$ cat config.mk
export PLATFORM = sky130hd
export DESIGN_NAME = register_file_mp
export DESIGN_NICKNAME = d
export VERILOG_FILES = /design/src/rtl/register_file_pkg.sv /design/src/rtl/register_dump_fsm.sv /design/src/rtl/register_file_mp.sv
export SDC_FILE = /design/constraint.sdc
export NUM_CORES = 2
export LEC_CHECK = 0
export BUFFER_PORTS_ARGS = -buffer_cell sky130_fd_sc_hd__buf_2
export CAP_MARGIN = 15
export CORE_MARGIN = 3
export CORE_UTILIZATION = 35
export DETAILED_ROUTE_END_ITERATION = 8
export PLACE_DENSITY_LB_ADDON = 0.08
export SETUP_SLACK_MARGIN = 0.02
export SLEW_MARGIN = 30
export SYNTH_ARGS = -nofsm -noshare
export SYNTH_HDL_FRONTEND = slang
export SYNTH_SLANG_ARGS = --single-unit
$ cat constraint.sdc
create_clock -name i_clk -period 4.35 [get_ports i_clk]
set_input_delay 0.87 -clock i_clk [delete_from_list [all_inputs] [get_ports i_clk]]
set_output_delay 0.87 -clock i_clk [all_outputs]
set_load 0.02 [all_outputs]
$ cat src/rtl/register_file_pkg.sv
// rtl/register_file_pkg.sv - shared types and read/write helpers for register_file_mp
package register_file_pkg;

   typedef enum logic [1:0] {
      DUMP_IDLE = 2'd0,
      DUMP_SEND = 2'd1,
      DUMP_DONE = 2'd2
   } dump_state_t;

   typedef enum logic [1:0] {
      RD_ZERO   = 2'd0,
      RD_BYPASS = 2'd1,
      RD_STORE  = 2'd2
   } rd_sel_t;

   function automatic logic wr_effective(input logic        wr_en,
                                         input int unsigned wr_addr,
                                         input int unsigned n_regs,
                                         input logic        zero_reg);
      return wr_en && (wr_addr < n_regs) && !(zero_reg && (wr_addr == 0));
   endfunction

   // Chooses the source of a bypassed read; width-independent so any port can share it.
   function automatic rd_sel_t rd_select(input int unsigned rd_addr,
                                         input logic        wr_eff,
                                         input int unsigned wr_addr,
                                         input int unsigned n_regs,
                                         input logic        zero_reg);
      if ((rd_addr >= n_regs) || (zero_reg && (rd_addr == 0)))
         return RD_ZERO;
      if (wr_eff && (wr_addr == rd_addr))
         return RD_BYPASS;
      return RD_STORE;
   endfunction

endpackage

$ cat src/rtl/register_dump_fsm.sv
// rtl/register_dump_fsm.sv - handshaked engine streaming every register as a snapshot beat
module register_dump_fsm
   import register_file_pkg::*;
#(
   parameter int NB_DATA     = 32,
   parameter int NB_ADDRESS  = 5,
   parameter int N_REGISTERS = 32
)
(
   input  logic                  i_clk,
   input  logic                  i_reset,
   input  logic                  i_start,
   input  logic                  i_ready,
   input  logic [NB_DATA-1:0]    i_load_data,
   output logic [NB_ADDRESS-1:0] o_load_addr,
   output logic                  o_valid,
   output logic [NB_ADDRESS-1:0] o_addr,
   output logic [NB_DATA-1:0]    o_data,
   output logic                  o_busy,
   output logic                  o_done
);

   localparam logic [NB_ADDRESS-1:0] LAST_ADDR = NB_ADDRESS'(N_REGISTERS - 1);

   dump_state_t             state;
   dump_state_t             state_next;
   logic                    load;
   logic [NB_ADDRESS-1:0]   addr;
   logic [NB_DATA-1:0]      data;

   // The parent answers this address with a bypassed read, captured on load.
   assign o_load_addr = (state == DUMP_SEND) ? addr + NB_ADDRESS'(1) : '0;

   always_comb begin
      state_next = state;
      load       = 1'b0;
      case (state)
         DUMP_IDLE: begin
            if (i_start) begin
               load       = 1'b1;
               state_next = DUMP_SEND;
            end
         end
         DUMP_SEND: begin
            if (i_ready) begin
               if (addr == LAST_ADDR)
                  state_next = DUMP_DONE;
               else
                  load = 1'b1;
            end
         end
         DUMP_DONE: state_next = DUMP_IDLE;
         default:   state_next = DUMP_IDLE;
      endcase
   end

   always_ff @(posedge i_clk) begin
      if (i_reset) begin
         state <= DUMP_IDLE;
         addr  <= '0;
         data  <= '0;
      end else begin
         state <= state_next;
         if (load) begin
            addr <= o_load_addr;
            data <= i_load_data;
         end
      end
   end

   assign o_valid = (state == DUMP_SEND);
   assign o_busy  = (state != DUMP_IDLE);
   assign o_done  = (state == DUMP_DONE);
   assign o_addr  = addr;
   assign o_data  = data;

endmodule

$ cat src/rtl/register_file_mp.sv
// rtl/register_file_mp.sv - multi-port register file with write bypass and dump engine
module register_file_mp
   import register_file_pkg::*;
#(
   parameter int NB_DATA      = 32,
   parameter int NB_ADDRESS   = 5,
   parameter int N_REGISTERS  = 32,
   parameter int N_READ_PORTS = 2,
   parameter int ZERO_REG     = 1
)
(
   input  logic                             i_clk,
   input  logic                             i_reset,
   input  logic                             i_wr_en,
   input  logic [NB_ADDRESS-1:0]            i_wr_addr,
   input  logic [NB_DATA-1:0]               i_wr_data,
   input  logic [N_READ_PORTS*NB_ADDRESS-1:0] i_rd_addr,
   output logic [N_READ_PORTS*NB_DATA-1:0]  o_rd_data,
   input  logic                             i_dump_start,
   input  logic                             i_dump_ready,
   output logic                             o_dump_valid,
   output logic [NB_ADDRESS-1:0]            o_dump_addr,
   output logic [NB_DATA-1:0]               o_dump_data,
   output logic                             o_dump_busy,
   output logic                             o_dump_done
);

   localparam int   N_PORTS = N_READ_PORTS + 1;
   localparam logic ZERO    = (ZERO_REG != 0);

   logic [NB_DATA-1:0]            regs [N_REGISTERS];
   logic                          wr_eff;
   logic [NB_ADDRESS-1:0]         dump_load_addr;
   logic [NB_DATA-1:0]            dump_load_data;
   logic [N_PORTS*NB_ADDRESS-1:0] rd_addr_all;
   logic [N_PORTS*NB_DATA-1:0]    rd_data_all;

   assign wr_eff = wr_effective(i_wr_en, 32'(i_wr_addr), N_REGISTERS, ZERO);

   always_ff @(posedge i_clk) begin
      if (i_reset) begin
         for (int r = 0; r < N_REGISTERS; r++)
            regs[r] <= '0;
      end else if (wr_eff) begin
         regs[i_wr_addr] <= i_wr_data;
      end
   end

   // The topmost port is private to the dump engine for its next beat.
   assign rd_addr_all    = {dump_load_addr, i_rd_addr};
   assign o_rd_data      = rd_data_all[N_READ_PORTS*NB_DATA-1:0];
   assign dump_load_data = rd_data_all[N_READ_PORTS*NB_DATA +: NB_DATA];

   for (genvar k = 0; k < N_PORTS; k++) begin : g_rd
      logic [NB_ADDRESS-1:0] addr;
      logic [NB_DATA-1:0]    data;

      assign addr = rd_addr_all[k*NB_ADDRESS +: NB_ADDRESS];

      always_comb begin
         data = '0;
         case (rd_select(32'(addr), wr_eff, 32'(i_wr_addr), N_REGISTERS, ZERO))
            RD_BYPASS: data = i_wr_data;
            RD_STORE:  data = regs[addr];
            default:   data = '0;
         endcase
      end

      assign rd_data_all[k*NB_DATA +: NB_DATA] = data;
   end

   register_dump_fsm #(
      .NB_DATA     (NB_DATA),
      .NB_ADDRESS  (NB_ADDRESS),
      .N_REGISTERS (N_REGISTERS)
   ) u_dump (
      .i_clk       (i_clk),
      .i_reset     (i_reset),
      .i_start     (i_dump_start),
      .i_ready     (i_dump_ready),
      .i_load_data (dump_load_data),
      .o_load_addr (dump_load_addr),
      .o_valid     (o_dump_valid),
      .o_addr      (o_dump_addr),
      .o_data      (o_dump_data),
      .o_busy      (o_dump_busy),
      .o_done      (o_dump_done)
   );

endmodule

==> impl_results.md <==
- Synth warn: 0
- Seq/Total Area, Yosys: 0.477
- Core region area: 187,000 um^2
- Post-synth ARST share: 0
- Leading register cell type out of synthesis: sky130_fd_sc_hd__edfxtp_1
- Vias in the first global route: 49,500
- Fraction of the cycle the final worst path needs: 0.998
- Setup repair after global routing missed its margin: false
- Final count of negative-setup-slack endpoints: 0
- Startpoint-to-endpoint class of the critical path: in2out
- Cell at the root of the clock tree: sky130_fd_sc_hd__clkbuf_16
- Placed wire-length estimate after detailed placement: 202,000 um
- Die X-Extent: 441 um
- CTS clk-pin slew, worst paths: 0.06 ns
- Final Skew: 0.0340 ns
- GRT Resource Usage Total: 0.345
- TritonCTS Buffers: 134
- Top Family by Delay on Critical Path: multiplexers
- Fraction of the core area covered by cells at the end of the flow: 0.413
- Routed via count: 51,600
- Largest buffer count on any clock path: 3
- I/O pin count: 156
- Post-layout min period: 4.34 ns
- Placement row count: 158
- Final worst slack: 0.00950 ns
- Hold-fix buffer count after cts: 0
- Area of the die: 194,000 um^2
- Number of nets in the layout: 5,119
- Overall die height: 441 um
- Average detailed-routed wire length per instance: 43.8 um
- Total power divided by cell area: 382 nW/um^2
- TritonCTS sink count: 1,063
- Critical path cell sequence: buf_8, buf_4, mux4_2, mux4_2, mux2i_4, buf_4, o21ai_0, buf_4, buf_2
- Number of iterations in the first detailed-routing pass: 6
- Worst slew margin relative to its limit: 0.234
- Distinct cell type count after synthesis: 83
- Max Transition Viols Final: 0
- Largest net degree at the start of global routing: 126
- Area growth from synthesis to layout: 16.7%
- Aggregate routed wire length: 338,000 um
- Startpoint kind of the worst setup timing path: primary input
- Required @ worst endpoint: 3.48 ns
- Largest area contributor in the synthesized netlist: sky130_fd_sc_hd__edfxtp_1
- Worst-margin pin slew: 1.15 ns
- Violations in the final reports: antenna rules
- Via-to-Cell Ratio: 6.68
- Final-layout fill cell count: 17,100
- Synthesized area divided by synthesized cell count: 13.3 um^2
- Most common cell type on the critical path: sky130_fd_sc_hd__buf_4
- CTS H-Tree Depth: 4
- Worst-skew pair later-pin latency: 0.82 ns
- Class of the worst hold path: in2reg
- Total congestion overflow: 0
- Max IR drop VDD: 0.336 mV
- Critical Path Max Stage Delay: 0.54 ns
- Worst path bufs/invs: 5
- Leakage power figure: 0.0260 uW
- Initial standard-cell utilization of the core: 0.354
- Yosys top cell area share: 0.465
- CTS tree: yes
- Global-route wire length before repair: 451,000 um
- Fraction of final layout cells with drive strength greater than 1: 0.299
- Result of the run: finished with violations
- Number of synthesized register bits: 1,063
- Max FO, Critical Path: 30
- Total Negative Setup Slacks: 0 ns
- Dominant cells by area after synthesis: sky130_fd_sc_hd__edfxtp_1 (47%), sky130_fd_sc_hd__mux4_2 (24%), sky130_fd_sc_hd__and2_1 (9.2%)
- Count of flip-flops with a built-in enable after synthesis: 1,024
- Final routed DRC violation total: 0
- Worst slack at placement: -0.579 ns
- GP Congestion: 0.876
- Post-Synthesis Cells: 4,977
- Peak Freq: 0.230 GHz
- Total of max-cap violations: 0
- Hold Violations, Final: 0
- Post-route ant nets: 1
- 1st-iter DRT viols: 8,458
- Endpoint arrival time on the critical path: 3.47 ns
- Minimum hold slack: 0.401 ns
- Crit path capture type: output pin
- Post-Syn Area: 66,100 um^2
- Max stage delay cell, worst path: sky130_fd_sc_hd__mux4_2
- Count of buffers inserted at the top-level ports: 155
- Initial antenna violation count: 47
==> layout by cell type, fill, tap and decap left out, types with 24 or more instances in the layout <==
master	netlist	routed
sky130_fd_sc_hd__buf_2	118	144
sky130_fd_sc_hd__nor3_1	71	71
sky130_fd_sc_hd__o22ai_1	39	39
sky130_fd_sc_hd__buf_12	1	112
sky130_fd_sc_hd__buf_4	11	235
sky130_fd_sc_hd__conb_1	1	32
sky130_fd_sc_hd__nor2_1	113	79
sky130_fd_sc_hd__mux2i_1	160	157
sky130_fd_sc_hd__or2_4	0	31
sky130_fd_sc_hd__nand2_1	391	389
sky130_fd_sc_hd__mux4_2	708	708
sky130_fd_sc_hd__and2_1	970	970
sky130_fd_sc_hd__o21ai_0	140	138
sky130_fd_sc_hd__diode_2	0	68
sky130_fd_sc_hd__nor2_4	0	34
sky130_fd_sc_hd__o211ai_1	36	36
sky130_fd_sc_hd__dfxtp_1	39	38
sky130_fd_sc_hd__nand3_1	56	55
sky130_fd_sc_hd__a31oi_1	64	64
sky130_fd_sc_hd__edfxtp_1	1024	1024
sky130_fd_sc_hd__a21oi_1	112	110
sky130_fd_sc_hd__clkbuf_1	375	24
sky130_fd_sc_hd__clkbuf_16	0	136
sky130_fd_sc_hd__a211oi_1	72	72
==> final cells by class <==
cell class | count | area (um^2) | area share
inverter | 5 | 31.3 | 0.000405
clock buffer | 164 | 3540 | 0.0458
antenna | 68 | 170 | 0.00221
clock inverter | 82 | 1080 | 0.0140
tap | 2480 | 3100 | 0.0402
multi-input combinational | 3360 | 32800 | 0.425
sequential | 1063 | 31500 | 0.409
timing repair buffer | 501 | 4910 | 0.0637
==> report_power, final <==
group / internal [uW] / leakage (uW) / switching (uW) / total, uW
clock network: 7090 / 0.00224 / 4920 / 12000
logic: 2110 / 0.0137 / 3040 / 5150
registers: 11800 / 0.0101 / 504 / 12300
total: 21000 / 0.0260 / 8470 / 29500
==> synthesized netlist by cell type, drive strengths merged (17+ instances only) <==
| cell type | instances |
|---|---|
| edfxtp | 1024 |
| and2 | 970 |
| mux4 | 708 |
| nand2 | 391 |
| clkbuf | 375 |
| buf | 205 |
| mux2i | 160 |
| o21ai | 141 |
| nor2 | 115 |
| a21oi | 112 |
| a211oi | 77 |
| nor3 | 73 |
| a31oi | 64 |
| nand3 | 56 |
| dfxtp | 39 |
| o22ai | 39 |
| or2 | 37 |
| o211ai | 36 |
| mux2 | 20 |
| o221ai | 20 |
| nand2b | 19 |
| a221oi | 18 |
| nand3b | 18 |
| and3 | 17 |
==> sequential cells by signal, indices dropped and copies added, names as in the netlist <==
register       count
regs            1024
u_dump.state       2
u_dump.o_data     32
u_dump.o_addr      5
==> path summary, 6_finish.rpt <==
path	startpoint	endpoint	slack, ns	cells after the start
min reg2reg	u_dump.o_data[12]$_SDFFE_PP0P_	u_dump.o_data[12]$_SDFFE_PP0P_	0.50	2
max	i_rd_addr[2]	o_rd_data[19]	0.01	9
min	i_dump_ready	u_dump.state[1]$_SDFFE_PP0P_	0.40	3
max reg2reg	u_dump.o_addr[1]$_SDFFE_PP0P_	u_dump.o_data[10]$_SDFFE_PP0P_	0.36	11
==> worst reg2reg max path: cells and delay by family, from the launching register on <==
family | cells | cell delay [ns]
AO/OA/AOI/OAI | 4 | 1.05
flip-flops | 1 | 0.44
adder cells (fa/ha/maj) | 2 | 0.83
AND/OR/NAND/NOR | 3 | 0.95
multiplexers | 1 | 0.25
buffers and inverters | 1 | 0.38
==> cell families (layout without fill, tap and decap cells) <==
family | count (synthesis) | after routing | synth area share
AO/OA/AOI/OAI | 671 | 671 | 0.0688
XOR/XNOR | 17 | 17 | 0.00237
adder cells (fa/ha/maj) | 2 | 2 | 0.000378
buffers and inverters | 585 | 752 | 0.0368
flip-flops | 1063 | 1063 | 0.477
multiplexers | 888 | 888 | 0.269
other | 1 | 100 | 0.0000567
AND/OR/NAND/NOR | 1750 | 1750 | 0.146
==> through the flow <==
step | instances | power [uW] | area, um^2
final | 7723 | 29500 | 77200
after global routing | 7664 | 30200 | 77000
after CTS | 7654 | 29500 | 77000
after detailed placement | 7401 | 17500 | 72200
after global placement | 7393 | 17500 | 72100
after floorplan | 5008 | 15100 | 66200
==> routing by layer <==
layer | up-vias | part of all wire | wire [um] | track usage
li1 | 19600 | - | - | -
met1 | 26900 | 0.37 | 126000 | 0.451
met2 | 4193 | 0.45 | 152000 | 0.519
met3 | 877 | 0.12 | 40200 | 0.0967
met4 | 10 | 0.058 | 19500 | 0.186
met5 | - | 0.00021 | 71 | 0
==> repair_timing <==
item	CTS	global route
buffers inserted	7	0
gates cloned	0	1
pin swaps	1	0
endpoints found under the setup margin	3	1
resized for setup	7	1
No activity file was read; power rests on OpenSTA's default activity.
